<file path="src/rtl/pipeline_hazard_ctrl_if.sv">
// rtl/pipeline_hazard_ctrl_if.sv - hazard inputs and stall/flush/redirect controls between pipeline and hazard controller
interface pipeline_hazard_ctrl_if;
  logic        mem_read_id_ex;
  logic [4:0]  rd_id_ex;
  logic [4:0]  rs1_if_id;
  logic [4:0]  rs2_if_id;
  logic        rs1_used;
  logic        rs2_used;
  logic        branch_ex_mem;
  logic        zero_ex_mem;
  logic        predict_taken_ex_mem;
  logic [31:0] pc_branch_ex_mem;
  logic [31:0] pc_4_ex_mem;
  logic        dmem_req;
  logic        dmem_ready;
  logic        stall_pc;
  logic        stall_if_id;
  logic        stall_id_ex;
  logic        stall_ex_mem;
  logic        flush_if_id;
  logic        flush_id_ex;
  logic        flush_ex_mem;
  logic        redirect_valid;
  logic [31:0] redirect_pc;
  logic        bus_err;
  logic [31:0] perf_mispredict;
  logic [31:0] perf_loaduse;
  logic [31:0] perf_memwait;

  modport master (
    output mem_read_id_ex, rd_id_ex, rs1_if_id, rs2_if_id, rs1_used, rs2_used,
           branch_ex_mem, zero_ex_mem, predict_taken_ex_mem, pc_branch_ex_mem,
           pc_4_ex_mem, dmem_req, dmem_ready,
    input  stall_pc, stall_if_id, stall_id_ex, stall_ex_mem, flush_if_id,
           flush_id_ex, flush_ex_mem, redirect_valid, redirect_pc, bus_err,
           perf_mispredict, perf_loaduse, perf_memwait
  );

  modport slave (
    input  mem_read_id_ex, rd_id_ex, rs1_if_id, rs2_if_id, rs1_used, rs2_used,
           branch_ex_mem, zero_ex_mem, predict_taken_ex_mem, pc_branch_ex_mem,
           pc_4_ex_mem, dmem_req, dmem_ready,
    output stall_pc, stall_if_id, stall_id_ex, stall_ex_mem, flush_if_id,
           flush_id_ex, flush_ex_mem, redirect_valid, redirect_pc, bus_err,
           perf_mispredict, perf_loaduse, perf_memwait
  );
endinterface

</file>
<file path="src/rtl/pipeline_hazard_ctrl.sv">
// rtl/pipeline_hazard_ctrl.sv - branch redirect, load-use stall and memory-wait freeze for the 5-stage pipeline
// Optional event counters are built when PIPE_HAZARD_PERF_EN is defined.
module pipeline_hazard_ctrl #(
  parameter int WAIT_MAX = 16
) (
  input  logic                  clk,
  input  logic                  rst,
  pipeline_hazard_ctrl_if.slave hz
);
  localparam logic [7:0] WAIT_MAX_C = 8'(WAIT_MAX);

  typedef enum logic [1:0] {RUN, MEM_WAIT, ERROR} state_t;

  state_t      state_q, state_d;
  logic [7:0]  cnt_q, cnt_d;
  logic        bus_err_q, bus_err_d;

  logic        actual_taken;
  logic        mispredict;
  logic        load_use;
  logic        stall_all;
  logic        ld_stall;
  logic        redirect;
  logic [31:0] redirect_pc;

  always_comb begin
    actual_taken = hz.branch_ex_mem & hz.zero_ex_mem;
    mispredict   = actual_taken ^ hz.predict_taken_ex_mem;
    load_use     = hz.mem_read_id_ex & (hz.rd_id_ex != 5'd0) &
                   ((hz.rs1_used & (hz.rs1_if_id == hz.rd_id_ex)) |
                    (hz.rs2_used & (hz.rs2_if_id == hz.rd_id_ex)));
  end

  always_comb begin
    state_d   = state_q;
    cnt_d     = cnt_q;
    bus_err_d = bus_err_q;
    stall_all = 1'b0;
    ld_stall  = 1'b0;
    redirect  = 1'b0;
    case (state_q)
      RUN: begin
        if (hz.dmem_req & ~hz.dmem_ready) begin
          stall_all = 1'b1;
          state_d   = MEM_WAIT;
          cnt_d     = 8'd1;
        end else if (mispredict) begin
          redirect = 1'b1;
        end else if (load_use) begin
          ld_stall = 1'b1;
        end
      end
      MEM_WAIT: begin
        // Hazards are masked here; the branch is held in MEM and acts once RUN resumes.
        if (hz.dmem_ready) begin
          state_d = RUN;
          cnt_d   = 8'd0;
        end else begin
          stall_all = 1'b1;
          if (cnt_q >= WAIT_MAX_C) begin
            state_d   = ERROR;
            bus_err_d = 1'b1;
          end else begin
            cnt_d = cnt_q + 8'd1;
          end
        end
      end
      ERROR: begin
        stall_all = 1'b1;
      end
      default: begin
        state_d = RUN;
        cnt_d   = 8'd0;
      end
    endcase
  end

  always_comb begin
    redirect_pc = 32'd0;
    if (redirect) begin
      redirect_pc = actual_taken ? hz.pc_branch_ex_mem : hz.pc_4_ex_mem;
    end
  end

  always_ff @(posedge clk or posedge rst) begin
    if (rst) begin
      state_q   <= RUN;
      cnt_q     <= 8'd0;
      bus_err_q <= 1'b0;
    end else begin
      state_q   <= state_d;
      cnt_q     <= cnt_d;
      bus_err_q <= bus_err_d;
    end
  end

  assign hz.stall_pc       = stall_all | ld_stall;
  assign hz.stall_if_id    = stall_all | ld_stall;
  assign hz.stall_id_ex    = stall_all;
  assign hz.stall_ex_mem   = stall_all;
  assign hz.flush_if_id    = redirect;
  assign hz.flush_id_ex    = redirect | ld_stall;
  assign hz.flush_ex_mem   = redirect;
  assign hz.redirect_valid = redirect;
  assign hz.redirect_pc    = redirect_pc;
  assign hz.bus_err        = bus_err_q;

`ifdef PIPE_HAZARD_PERF_EN
  logic [31:0] perf_mis_q, perf_mis_d;
  logic [31:0] perf_lu_q, perf_lu_d;
  logic [31:0] perf_mw_q, perf_mw_d;

  always_comb begin
    perf_mis_d = perf_mis_q + {31'd0, redirect};
    perf_lu_d  = perf_lu_q + {31'd0, ld_stall};
    perf_mw_d  = perf_mw_q + {31'd0, (state_q == MEM_WAIT)};
  end

  always_ff @(posedge clk or posedge rst) begin
    if (rst) begin
      perf_mis_q <= 32'd0;
      perf_lu_q  <= 32'd0;
      perf_mw_q  <= 32'd0;
    end else begin
      perf_mis_q <= perf_mis_d;
      perf_lu_q  <= perf_lu_d;
      perf_mw_q  <= perf_mw_d;
    end
  end

  assign hz.perf_mispredict = perf_mis_q;
  assign hz.perf_loaduse    = perf_lu_q;
  assign hz.perf_memwait    = perf_mw_q;
`else
  assign hz.perf_mispredict = 32'd0;
  assign hz.perf_loaduse    = 32'd0;
  assign hz.perf_memwait    = 32'd0;
`endif
endmodule

</file>
<file path="src/flat_wrapper.sv">
// flat-port wrapper written by rule: the top's interface ports become plain ports
module pipeline_hazard_ctrl_flat 
#(
  parameter int WAIT_MAX = 16
)
  (clk, rst, hz_mem_read_id_ex, hz_rd_id_ex, hz_rs1_if_id, hz_rs2_if_id, hz_rs1_used, hz_rs2_used, hz_branch_ex_mem, hz_zero_ex_mem, hz_predict_taken_ex_mem, hz_pc_branch_ex_mem, hz_pc_4_ex_mem, hz_dmem_req, hz_dmem_ready, hz_stall_pc, hz_stall_if_id, hz_stall_id_ex, hz_stall_ex_mem, hz_flush_if_id, hz_flush_id_ex, hz_flush_ex_mem, hz_redirect_valid, hz_redirect_pc, hz_bus_err, hz_perf_mispredict, hz_perf_loaduse, hz_perf_memwait);
  pipeline_hazard_ctrl_if hz_i ();
  input  logic clk;
  input  logic rst;
  input wire logic [$bits(hz_i.mem_read_id_ex)-1:0] hz_mem_read_id_ex;
  input wire logic [$bits(hz_i.rd_id_ex)-1:0] hz_rd_id_ex;
  input wire logic [$bits(hz_i.rs1_if_id)-1:0] hz_rs1_if_id;
  input wire logic [$bits(hz_i.rs2_if_id)-1:0] hz_rs2_if_id;
  input wire logic [$bits(hz_i.rs1_used)-1:0] hz_rs1_used;
  input wire logic [$bits(hz_i.rs2_used)-1:0] hz_rs2_used;
  input wire logic [$bits(hz_i.branch_ex_mem)-1:0] hz_branch_ex_mem;
  input wire logic [$bits(hz_i.zero_ex_mem)-1:0] hz_zero_ex_mem;
  input wire logic [$bits(hz_i.predict_taken_ex_mem)-1:0] hz_predict_taken_ex_mem;
  input wire logic [$bits(hz_i.pc_branch_ex_mem)-1:0] hz_pc_branch_ex_mem;
  input wire logic [$bits(hz_i.pc_4_ex_mem)-1:0] hz_pc_4_ex_mem;
  input wire logic [$bits(hz_i.dmem_req)-1:0] hz_dmem_req;
  input wire logic [$bits(hz_i.dmem_ready)-1:0] hz_dmem_ready;
  output wire logic [$bits(hz_i.stall_pc)-1:0] hz_stall_pc;
  output wire logic [$bits(hz_i.stall_if_id)-1:0] hz_stall_if_id;
  output wire logic [$bits(hz_i.stall_id_ex)-1:0] hz_stall_id_ex;
  output wire logic [$bits(hz_i.stall_ex_mem)-1:0] hz_stall_ex_mem;
  output wire logic [$bits(hz_i.flush_if_id)-1:0] hz_flush_if_id;
  output wire logic [$bits(hz_i.flush_id_ex)-1:0] hz_flush_id_ex;
  output wire logic [$bits(hz_i.flush_ex_mem)-1:0] hz_flush_ex_mem;
  output wire logic [$bits(hz_i.redirect_valid)-1:0] hz_redirect_valid;
  output wire logic [$bits(hz_i.redirect_pc)-1:0] hz_redirect_pc;
  output wire logic [$bits(hz_i.bus_err)-1:0] hz_bus_err;
  output wire logic [$bits(hz_i.perf_mispredict)-1:0] hz_perf_mispredict;
  output wire logic [$bits(hz_i.perf_loaduse)-1:0] hz_perf_loaduse;
  output wire logic [$bits(hz_i.perf_memwait)-1:0] hz_perf_memwait;
  assign hz_i.mem_read_id_ex = hz_mem_read_id_ex;
  assign hz_i.rd_id_ex = hz_rd_id_ex;
  assign hz_i.rs1_if_id = hz_rs1_if_id;
  assign hz_i.rs2_if_id = hz_rs2_if_id;
  assign hz_i.rs1_used = hz_rs1_used;
  assign hz_i.rs2_used = hz_rs2_used;
  assign hz_i.branch_ex_mem = hz_branch_ex_mem;
  assign hz_i.zero_ex_mem = hz_zero_ex_mem;
  assign hz_i.predict_taken_ex_mem = hz_predict_taken_ex_mem;
  assign hz_i.pc_branch_ex_mem = hz_pc_branch_ex_mem;
  assign hz_i.pc_4_ex_mem = hz_pc_4_ex_mem;
  assign hz_i.dmem_req = hz_dmem_req;
  assign hz_i.dmem_ready = hz_dmem_ready;
  assign hz_stall_pc = hz_i.stall_pc;
  assign hz_stall_if_id = hz_i.stall_if_id;
  assign hz_stall_id_ex = hz_i.stall_id_ex;
  assign hz_stall_ex_mem = hz_i.stall_ex_mem;
  assign hz_flush_if_id = hz_i.flush_if_id;
  assign hz_flush_id_ex = hz_i.flush_id_ex;
  assign hz_flush_ex_mem = hz_i.flush_ex_mem;
  assign hz_redirect_valid = hz_i.redirect_valid;
  assign hz_redirect_pc = hz_i.redirect_pc;
  assign hz_bus_err = hz_i.bus_err;
  assign hz_perf_mispredict = hz_i.perf_mispredict;
  assign hz_perf_loaduse = hz_i.perf_loaduse;
  assign hz_perf_memwait = hz_i.perf_memwait;
  pipeline_hazard_ctrl #(.WAIT_MAX(WAIT_MAX)) u_core (.clk(clk), .rst(rst), .hz(hz_i));
endmodule
</file>
<file path="config.mk">
export PLATFORM = sky130hd
export DESIGN_NAME = pipeline_hazard_ctrl_flat
export DESIGN_NICKNAME = d
export VERILOG_FILES = /design/src/rtl/pipeline_hazard_ctrl_if.sv /design/src/rtl/pipeline_hazard_ctrl.sv /design/src/flat_wrapper.sv
export SDC_FILE = /design/constraint.sdc
export NUM_CORES = 1
export LEC_CHECK = 0
export BUFFER_PORTS_ARGS = -buffer_cell sky130_fd_sc_hd__clkbuf_2
export CAP_MARGIN = 30
export CORE_AREA = 2 2 89 91
export CTS_CLUSTER_SIZE = 16
export DETAILED_ROUTE_END_ITERATION = 12
export DIE_AREA = 0 0 91 93
export PLACE_DENSITY = 0.68
export SLEW_MARGIN = 20
export SYNTH_ARGS = -nofsm -noshare
export SYNTH_HDL_FRONTEND = slang
export SYNTH_SLANG_ARGS = --single-unit
</file>
<file path="constraint.sdc">
create_clock -name clk -period 2.75 [get_ports clk]
set_input_delay 0.275 -clock clk [delete_from_list [all_inputs] [get_ports clk]]
set_output_delay 0.275 -clock clk [all_outputs]
set_load 0.01 [all_outputs]
</file>
[Yosys cells after proc, flatten, opt, wreduce, memory -nomap -nowiden]
Cells that the tools add are included.
Cells by class
  add/subtract/negate cells: 1
  $lt $le $gt $ge: 1
  equal/unequal tests: 7
  mux-type cells: 20
  bitwise gates (word level): 12
  reductions and logical operators: 5
Operators by type and width (count)
  $mux 32: 2
  $mux 8: 3
  $pmux 8 s3: 1
  $eq 5x5->1: 2
  $mux 1: 9
  $reduce_and 3->1: 3
  $add 8x1->8 const B: 1
  $ge 8x5->1 const B: 1
  $and 1x1->1: 6
  $mux 2: 3
  $pmux 2 s3: 1
  $reduce_bool 5->1: 1
  $ne 3x2->1 const B: 1
  $ne 3x3->1 const B: 1
  $or 1x1->1: 3
  $pmux 1 s3: 1
  $eq 2x1->1 const B: 1
  $eq 2x2->1 const B: 1
  $logic_not 2->1: 1
  $ne 2x1->1 const B: 1
  $not 1->1: 2
  $xor 1x1->1: 1
Word-level totals
  register bits: 11
  input port bits: 89
  output and inout bits: 137
  logic and storage cells: 49

[Logic depth before layout (Yosys ltp)]
Gate-level depths: netlist of run 1.
  depth in word-level cells: 9
  mapped depth: 8
  depth with buffers taken out: 5

[Worst setup path before layout of run 1]
OpenSTA, ideal clock, no wires.
  kind: reg2out
  start point: register u_core.state_q[1]
  end point: output hz_stall_pc
  data arrival time: 1457 ps
  data required time: 2475 ps
  setup slack: 1018 ps
  stages on the path, launching flop included: 5
  buffers on the path: 1
  path through: dfrtp_1 -> or2_1 -> o21ai_0 -> o21bai_1 -> buf_4
Between the ends
  cells in the longest elaborated chain, start to end: 3
  elaborated cells on any way between the ends: 6
  those cells by class: eq/ne: 2; mux: 2; bitwise: 1; reduce/logical: 1
RTL lines
  start, declared: line pipeline_hazard_ctrl.sv:14  | state_t state_q, state_d;
  start signal, assigned: line pipeline_hazard_ctrl.sv:91  | state_q <= state_d;
  $eq 2x2->1 (tied with other cells): line pipeline_hazard_ctrl.sv:41  | case (state_q)
  $pmux 1 s3 (*): line pipeline_hazard_ctrl.sv:41
  via hz_stall_ex_mem: line flat_wrapper.sv:26  | output wire logic [$bits(hz_i.stall_ex_mem)-1:0] hz_stall_ex_mem;
  $or 1x1->1 (*)
  end, declared: line flat_wrapper.sv:23  | output wire logic [$bits(hz_i.stall_pc)-1:0] hz_stall_pc;
Mark *: on every way through the listed nets, which the timed path passes. The rest lies on a longest branch.

[Worst setup path in the final report of run 1]
  start point: register u_core.state_q[0]
  end point: output hz_redirect_pc[0]
Between the ends
  cells in the longest elaborated chain, start to end: 3
RTL lines
  $logic_not 2->1: line pipeline_hazard_ctrl.sv:41
  $mux 1: line pipeline_hazard_ctrl.sv:41
  $mux 32: line pipeline_hazard_ctrl.sv:80  | if (redirect) begin
  end, declared: line flat_wrapper.sv:31  | output wire logic [$bits(hz_i.redirect_pc)-1:0] hz_redirect_pc;
Every way passes these cells.

==> run metrics, run 1 <==
first drt pass iteration count 6; CP endpoint kind output port; GRT Overall Usage between 10 and 15%; Seq/Total Area, Yosys between 10% and 20%; Yosys cell types 36; area grow syn2layout 17.9%; CP Launch Point u_core.state_q[0]; Fin. Hold Viols 0; PostCTS Resize Cnt 0; Worst Setup Slack, final about 0.44 ns; Initial Util between 20% and 30%; Worst-path clk slew about 0.050 ns; layout net count 504; H-tree Lvls 1; asr flop ratio synth 100%; CTS sink cnt 11; Core ar. 0.00753 mm2; PwrDens 298 mW/mm2; # hold bufs at CTS 0; Syn Area/Cell between 7 and 8 um2; Routed Antenna Nets 0; Synth Cell Area roughly 0.0021 mm2; DR vias 1978; Ant. Diodes 0; Cell Chain, Critical Path a211oi_1, nand2b_2, buf_12, a21oi_1, clkbuf_2; register area approximately 280 um2; clock latency on the worst-skew pair between 0.2 and 0.25 ns; CTS tree yes; CP max-delay cell dfrtp_1; CTS Buf Count 3; Post-CTS Repair Setup Buffers 0; crit path DAT ~2 ns; setup TNS 0 ns; Die W roughly 90 um; Final Core Density between 30% and 40%; DP Worst Slack roughly 0.66 ns; DR vias/cell just under 4; die area between 0.008 and 0.009 mm2; Critical Path Start Type flop; worst reg2reg startpoint u_core.cnt_q[4]; Final setup violation count 0; max-slew violations 0; WL per Instance approximately 11 um; R2R Path End u_core.cnt_q[5]; Placed Cells slightly above 500; Worst VDD drop about 250 uV; Crit path required time 2.48 ns; DP Wirelength 4.84 mm; Setup Crit Path Kind reg -> out; Leak about 1.4 nW; largest net degree at the start of global routing 33; clk buf depth 2; Synth area leaders buf_4, dfrtp_1, nand2_1; DRC viols 0; IO Pins roughly 230; Filler Cells Inserted between 800 and 900; fin crit period about 2.3 ns; status finished clean; vias in the first global route 1656; initial antenna violation count 0; Synth top area share around 36%; CP endpoint hz_redirect_pc[0]; Reg2Reg Depth 4; RePlAce Congestion 0.812; Crit path depth 5; number of buffer and inverter stages on the critical path 2; Yosys reg bits 11; Crit path largest cell delay 0.48 ns; Post-Synthesis Cells approximately 300; yosys warns 0; Hold WC Path Type in -> async; final period utilization 84.1%; area of the multi-input gates about 0.0013 mm2; layout cells sized above 1 40.3%; root buf cell clkbuf_8; total grt overflow 0; site row count 32; RSZ-0062 raised after global routing false; Peak Freq approximately 0.43 GHz; maximum fanout along the worst path 24; ys flop type dfrtp_1; Total Wirelength ~5.6 mm; max-cap violations 0; Finished Layout Cells between 500 and 600; Clock Skew between 0.003 and 0.004 ns; Detailed Route Iter0 Violations between 40 and 50; reg2reg setup slack about 1.2 ns; Die Y 93 um; Yosys top cell by area buf_4; first-pass GRT wire length about 8 mm; Port Buf Inserts about 130; family with the most delay on the worst path compound AO/OA/AOI/OAI gates; number of synthesized flops with an enable pin 0
flip-flops by register name (all words and copies together), names as in the netlist:
signal	cells
u_core.state_q	2
u_core.hz.bus_err	1
u_core.cnt_q	8
power by group:
group | switching (W) | total (W) | internal, W
Sequential | 0.0000155 | 0.000190 | 0.000175
Combinational | 0.000242 | 0.000384 | 0.000142
Clock | 0.0000635 | 0.000166 | 0.000102
worst min-delay path by stage:
stage	from	end	slack (ns)	cells after the start
CTS	rst	u_core.state_q[0]	0.03	2
floorplan	rst	u_core.cnt_q[0]	0.13	1
detailed placement	rst	u_core.state_q[0]	0.28	2
finish	rst	u_core.hz.bus_err	0.009	2
global route	rst	u_core.hz.bus_err	0.06	2
global placement	rst	u_core.state_q[1]	0.27	2
per-stage QoR:
step / hold slack, ns / cell area, um2 / total power (W)
after floorplan: 0.127 / 2470 / 0.000541
after global placement: 0.273 / 2440 / 0.000569
final: 0.00940 / 2490 / 0.000740
after detailed placement: 0.282 / 2440 / 0.000574
after CTS: 0.0260 / 2490 / 0.000740
after global routing: 0.0565 / 2490 / 0.000789
cells in the mapped netlist (all sizes together) (2+ instances only):
master / n
ha: 2
o211ai: 2
clkbuf: 6
buf: 107
a211oi: 3
nand4: 2
xor2: 8
inv: 7
nand2: 72
and2: 4
nor4: 3
o21ai: 5
a21oi: 35
nand4b: 2
nor2: 3
dfrtp: 11
o21a: 4
nand2b: 4
nand3: 2
xnor2: 3
layout by cell type (no fill, tap or decap), types with 2 or more instances in the layout:
master    netlist  routed
o21a_1          4       4
clkbuf_8        0       3
a211oi_1        3       3
xor2_1          8       8
nor2_1          3       3
nand2b_1        4       3
nand3_1         2       2
dfrtp_1        11      11
nor4_1          2       2
nand4b_1        2       2
ha_1            2       2
o211ai_1        2       2
and2_1          3       3
xnor2_1         3       3
clkbuf_2        0     129
conb_1          1      96
o21ai_0         4       4
buf_4         101       2
a21oi_2        28      28
nand4_1         2       2
inv_1           7       7
a21oi_1         7       7
nand2_1        71      71
per-layer routing:
layer	vias up	global-route usage [%]	part of all wire [%]	routed length (um)
li1	988	-	-	-
met1	892	14.7	42	2340
met2	94	19.8	51	2860
met3	4	1.69	6.9	389
met4	0	1.77	0.75	42
met5	-	0	0	0
layout make-up:
class                      instances  share of cell area [%]
clock buffer                       4                    1.81
inverter                           7                    1.06
multi-input combinational        258                    53.5
tap                              102                    5.13
sequential                        11                    11.1
timing repair buffer             132                    27.4
cell families (layout without fill, tap and decap cells):
group	after synthesis	in the layout	share of synthesized area, %
AOI/OAI and AO/OA	53	53	19.3
other	1	96	0.178
and+or+nand+nor	96	96	20.8
xor gates and xnor gates	11	11	4.57
DFF	11	11	13.0
buffers and inverters	120	143	40.9
adders and majority gates	2	2	1.19
Power figures use the tool's default switching activity.
==> run 2: changes to the inputs <==
Settings changed: ABC_AREA set to 1, CORE_AREA 2 2 89 91 to 2 2 88 90, DIE_AREA 0 0 91 93 to 0 0 90 92, PLACE_DENSITY 0.68 to 0.73.
Clock period 2.75 ns to 2.1 ns, I/O delays scaled along.
==> run 2 against run 1 <==
Effect of this change: via count grew 15%; non-clock buffer count grew 3; final cell count grew 11%; combinational power shrank 26%; synthesized cell count grew 18%; worst hold slack gained 0.31 ns; register-to-register slack lost 0.44 ns; total power shrank 3.6%; sequential power grew 12%; sequential share of layout area shrank 0.46 points; sequential cell count is the same; critical path depth grew 1; critical endpoint is now hz_redirect_pc[31].
==> run metrics, run 2 <==
max-cap violations 0; Leak approximately 1.6 nW; Largest Register u_core.cnt_q; largest family of logic cells by synthesized area buffers and inverters; area grow syn2layout 17.5%; Port Buf Inserts ~130; largest net degree at the start of global routing 33; Syn Area/Cell about 6.3 um2; Synth top cells by count buf_4, nand2_1, nand3_1; post-synthesis adder-cell area fraction 1.13%; DP Wirelength 4.80 mm; Fin. Hold Viols 0; Yosys top cell by area buf_4; area share of and/or/nand/nor cells after synthesis 27.3%; DR vias/cell about 4.0; Critical Path Start Type flop; IO Pins roughly 230; Synth Area in XOR/XNOR less than 1%; fin crit period slightly below 2 ns; first-pass GRT wire length between 8 and 9 mm; maximum fanout along the worst path 23; die area 0.00828 mm2; Cell Chain, Critical Path nor2_1, nand2_1, or2_2, buf_6, a21oi_1, clkbuf_2; max-slew violations 0; Post-Synthesis Cells about 350; Peak Freq between 0.5 and 0.6 GHz; CP max-delay cell dfrtp_1; Routed Antenna Nets 0; clk buf depth 2; Final Core Density between 30% and 40%; setup TNS 0 ns; CP endpoint kind output port; Worst VDD drop ~250 uV; CTS sink cnt 11; yosys warns 0; Crit path largest cell delay about 0.40 ns; total grt overflow 0; PwrDens between 200 and 300 mW/mm2; Seq/Total Area, Yosys around an eighth; GRT met3 Usage under 10%; Filler Cells Inserted roughly 810; Worst-path clk slew ~0.06 ns; Most Used Layer, Global Route met2; final period utilization 92.5%; Synth Cell Area 0.00221 mm2; layout net count 559; Ant. Diodes 0; Synth Area in Compound Gates between 10 and 15%; post-synthesis mux area share 0%; Die W ~90 um; Synth area leaders buf_4, nand2_1, dfrtp_1; root buf cell clkbuf_8; RSZ-0062 raised after global routing false; asr flop ratio synth 100%; layout cells sized above 1 37.3%; Yosys reg bits 11; most frequent cells in the layout clkbuf_2, conb_1, nand2_1; GRT Overall Usage about an eighth; DRC viols 0; max reg flops 8; status finished clean; number of synthesized flops with an enable pin 0; Hold WC Path Type in -> reg; Yosys cell types 22; CTS tree yes; Detailed Route Iter0 Violations 42; most frequent standard cell in the layout excluding fill and tap cells clkbuf_2; Synth top area share between 30% and 40%; grt met2 use a little under a quarter; Die Y approximately 90 um; crit path DAT about 1.7 ns; WL per Instance about 10 um; Core ar. roughly 0.0074 mm2; most common cell in the netlist buf_4; initial antenna violation count 0; Setup Crit Path Kind reg -> out; Total Wirelength roughly 5.6 mm; Clock Skew slightly above 0.01 ns; CTS Buf Count 3; Pwr Total between 0.0007 and 0.0008 W; met1 GRT Util roughly 15%; Crit path required time 1.89 ns; ys flop type dfrtp_1; Final setup violation count 0; first drt pass iteration count 4; Initial Util 29.6%; RePlAce Congestion 0.755; site row count 32; DR vias 2274; vias in the first global route 1931; H-tree Lvls 1; clock latency on the worst-skew pair 0.25 ns
## run 2: cell count changes after synthesis, sizes merged, moves of 4 or more
cell / change
nand2: +9
nand3: +36
o21a: -4
and2: -4
xor2: -6
inv: +26
nor2: +14
nand2b: -4
## run 2: stage by stage
stage / setup slack (ns) / std cells / area (um2) / hold WS, ns
final: 0.157 / 569 / 2590 / 0.315
after global placement: 0.400 / 564 / 2530 / 0.194
after floorplan: 0.584 / 443 / 2560 / 0.0624
after global routing: 0.0482 / 569 / 2590 / 0.347
after detailed placement: 0.308 / 564 / 2530 / 0.205
after CTS: 0.0462 / 569 / 2590 / 0.327
## run 2: cell type report
cell class	count	area, um2	share of cell area (%)
multi-input cells	282	1320	50.7
repair buffers	135	697	26.9
flip-flops and latches	11	275	10.6
inverters	35	131	5.07
well taps	102	128	4.92
clock buffers	3	41.3	1.59
clock inverters	1	5.00	0.193
## run 2: report_power, final
group          switching (W)  total [W]  internal [W]  leakage (nW)
sequential                 0   0.000212      0.000212         0.122
combinational       0.000190   0.000284     0.0000933          1.43
clock              0.0000868   0.000218      0.000131        0.0255
total               0.000277   0.000713      0.000436          1.58
## run 2: per-layer routing
layer / vias up / routed length (um)
li1: 1127 / -
met1: 1018 / 2240
met2: 126 / 2890
met3: 3 / 486
met4: 0 / 27
met5: - / 0
## run 2: path summary, 6_finish.rpt
kind / depth (start not counted) / endpoint / slack, ns / start
max: 6 / hz_redirect_pc[31] / 0.16 / u_core.state_q[0]
min in group asynchronous: 3 / u_core.cnt_q[3] / 0.48 / rst
max in group asynchronous: 3 / u_core.state_q[0] / 1.32 / rst
min: 4 / u_core.cnt_q[3] / 0.32 / hz_dmem_ready
max reg2reg: 7 / u_core.cnt_q[2] / 0.79 / u_core.state_q[0]
min reg2reg: 2 / u_core.hz.bus_err / 0.47 / u_core.hz.bus_err
## run 2: critical path: cells and delay by family, from the launching register on
family | cells | cell delay, ns
buffers and inverters | 2 | 0.35
flip-flops | 1 | 0.40
AO/OA/AOI/OAI | 1 | 0.14
AND/OR/NAND/NOR | 3 | 0.58
## run 2: logic make-up (layout without fill, tap and decap cells)
group                    Yosys count  after routing
AO/OA/AOI/OAI                     40             40
XOR/XNOR                           2              2
adder cells (fa/ha/maj)            2              2
buffers and inverters            150            174
flip-flops                        11             11
other                              1             96
AND/OR/NAND/NOR                  142            142
## run 2: what timing repair did
action | in CTS | in global routing
hold endpoints to repair | 11 | 0
endpoints found under the setup margin | 0 | 2
resized for setup | 0 | 2
hold buffers | 1 | 0
setup buffers | 0 | 0
==> run 3: changes to the inputs <==
Settings changed: RECOVER_POWER set to 100.
==> run 3 against run 2 <==
Effect of this change: global-route usage unchanged; die area is the same; cell area is 1.7% lower; largest power group unchanged; final cell count unchanged.
==> run metrics, run 3 (synthesis gave the netlist of run 2 again) <==
status finished clean; WL per Instance slightly below 10 um; Routed Antenna Nets 0; R2R Path End u_core.cnt_q[5]; DR vias/cell 3.99; Post-CTS Repair Setup Buffers 0; CP endpoint hz_redirect_pc[26]; setup TNS 0 ns; maximum fanout along the worst path 23; area grow syn2layout 15.5%; most frequent standard cell in the layout excluding fill and tap cells conb_1; WHS Path Cells 4; RePlAce Congestion between 0.7 and 0.8; hold slack roughly 0.33 ns; DR vias ~2300; Initial Util roughly 30%; DRC viols 0; clock latency on the worst-skew pair roughly 0.25 ns; IO Pins around 230; first drt pass iteration count 4; CP Launch Point u_core.state_q[1]; total grt overflow 0; layout net count about 560; Final setup violation count 0; Peak Freq between 0.5 and 0.6 GHz; Die W 90 um; Setup Crit Path Kind reg -> out; max-slew violations 0; RSZ-0062 raised after global routing false; CTS tree yes; reg2reg setup slack around 0.78 ns; Die Y approximately 90 um; Crit path largest cell delay 0.41 ns; Crit path required time ~1.9 ns; Clock Skew roughly 0.0096 ns; first-pass GRT wire length roughly 8.7 mm; CP max-delay cell dfrtp_1; CTS Buf Count 3; largest net degree at the start of global routing 33; fin crit period about 2.0 ns; initial antenna violation count 0; CTS sink cnt 11; clk buf depth 2; GRT Overall Usage 12.4%; Filler Cells Inserted 829; worst reg2reg startpoint u_core.state_q[1]; Detailed Route Iter0 Violations slightly above 40; max-cap violations 0; Ant. Diodes 0; Critical Path Start Type flop; crit path DAT approximately 1.8 ns; Largest Register u_core.cnt_q; CP endpoint kind output port; Worst-path clk slew roughly 0.060 ns; Worst VDD drop ~240 uV; die area around 0.0083 mm2; vias in the first global route a little under 2000; Fin. Hold Viols 0; Cell Chain, Critical Path nor2_1, nand2_1, or2_2, buf_6, a21oi_2, clkbuf_1; Port Buf Inserts roughly 130; Total Wirelength about 5.6 mm; site row count 32; DP Wirelength roughly 4.8 mm; Hold WC Path Type in -> reg; Leak 1.47 nW; root buf cell clkbuf_8; max reg flops 8; H-tree Lvls 1; Reg2Reg Depth 7; most frequent cells in the layout conb_1, clkbuf_2, nand2_1; final period utilization between 90 and 100%; Core ar. between 0.007 and 0.008 mm2; layout cells sized above 1 28.9%; PwrDens about 280 mW/mm2
-- run 3: changes by cell type in the layout (fill, tap and decap cells not counted) --
cell / change
clkbuf_2: -36
inv_1: +3
clkbuf_1: +36
o21ai_0: +5
o21ai_1: -5
inv_2: -3
-- run 3: routing by layer --
metal	vias up	GRT usage, %	routed length, um
met1	1011	14.7	2210
met5	-	0	0
li1	1128	-	-
met4	0	1.54	40
met2	128	23.6	2890
met3	5	2.22	502
-- run 3: cell type report --
cell class                 instances  area (um2)  area share [%]
multi-input combinational        282        1320            51.6
timing repair buffer             135         652            25.6
sequential                        11         275            10.8
inverter                          35         131            5.15
tap                              102         128            5.01
clock buffer                       3        41.3            1.62
clock inverter                     1        5.00           0.196
-- run 3: power breakdown --
part           internal (W)  total (W)  switching (W)  leakage [nW]
logic             0.0000933   0.000283       0.000190          1.32
clock network      0.000131   0.000216      0.0000857        0.0255
registers          0.000212   0.000212              0         0.122
total              0.000436   0.000712       0.000276          1.47
-- run 3: worst min path at each step --
stage,slack [ns],end,startpoint
2_1_floorplan,0.06,u_core.cnt_q[0],rst
3_3_place_gp,0.19,u_core.cnt_q[3],rst
3_5_place_dp,0.20,u_core.hz.bus_err,rst
4_1_cts,0.33,u_core.cnt_q[3],hz_dmem_ready
5_1_grt,0.37,u_core.cnt_q[3],hz_dmem_ready
6_report,0.33,u_core.cnt_q[3],hz_dmem_ready
-- run 3: worst max-delay path: cells and delay by family (launching register included) --
kind,cells,cell delay (ns)
AO/OA/AOI/OAI,1,0.12
buffers and inverters,2,0.39
flip-flops,1,0.41
AND/OR/NAND/NOR,3,0.57
-- run 3: what timing repair did --
| item | CTS | global route |
|---|---|---|
| gates resized for setup | 0 | 2 |
| hold buffers | 1 | 0 |
| endpoints found under the hold margin | 11 | 0 |
| setup endpoints to repair | 0 | 2 |
-- run 3: through the flow --
step	setup WS, ns	area, um2	power (W)	utilization [%]	instances
after detailed placement	0.308	2530	0.000494	34.0	564
final	0.140	2550	0.000712	34.2	569
after CTS	0.0462	2590	0.000711	34.7	569
after floorplan	0.584	2560	0.000522	-	443
after global placement	0.400	2530	0.000490	34.0	564
after global routing	0.0313	2550	0.000759	34.2	569
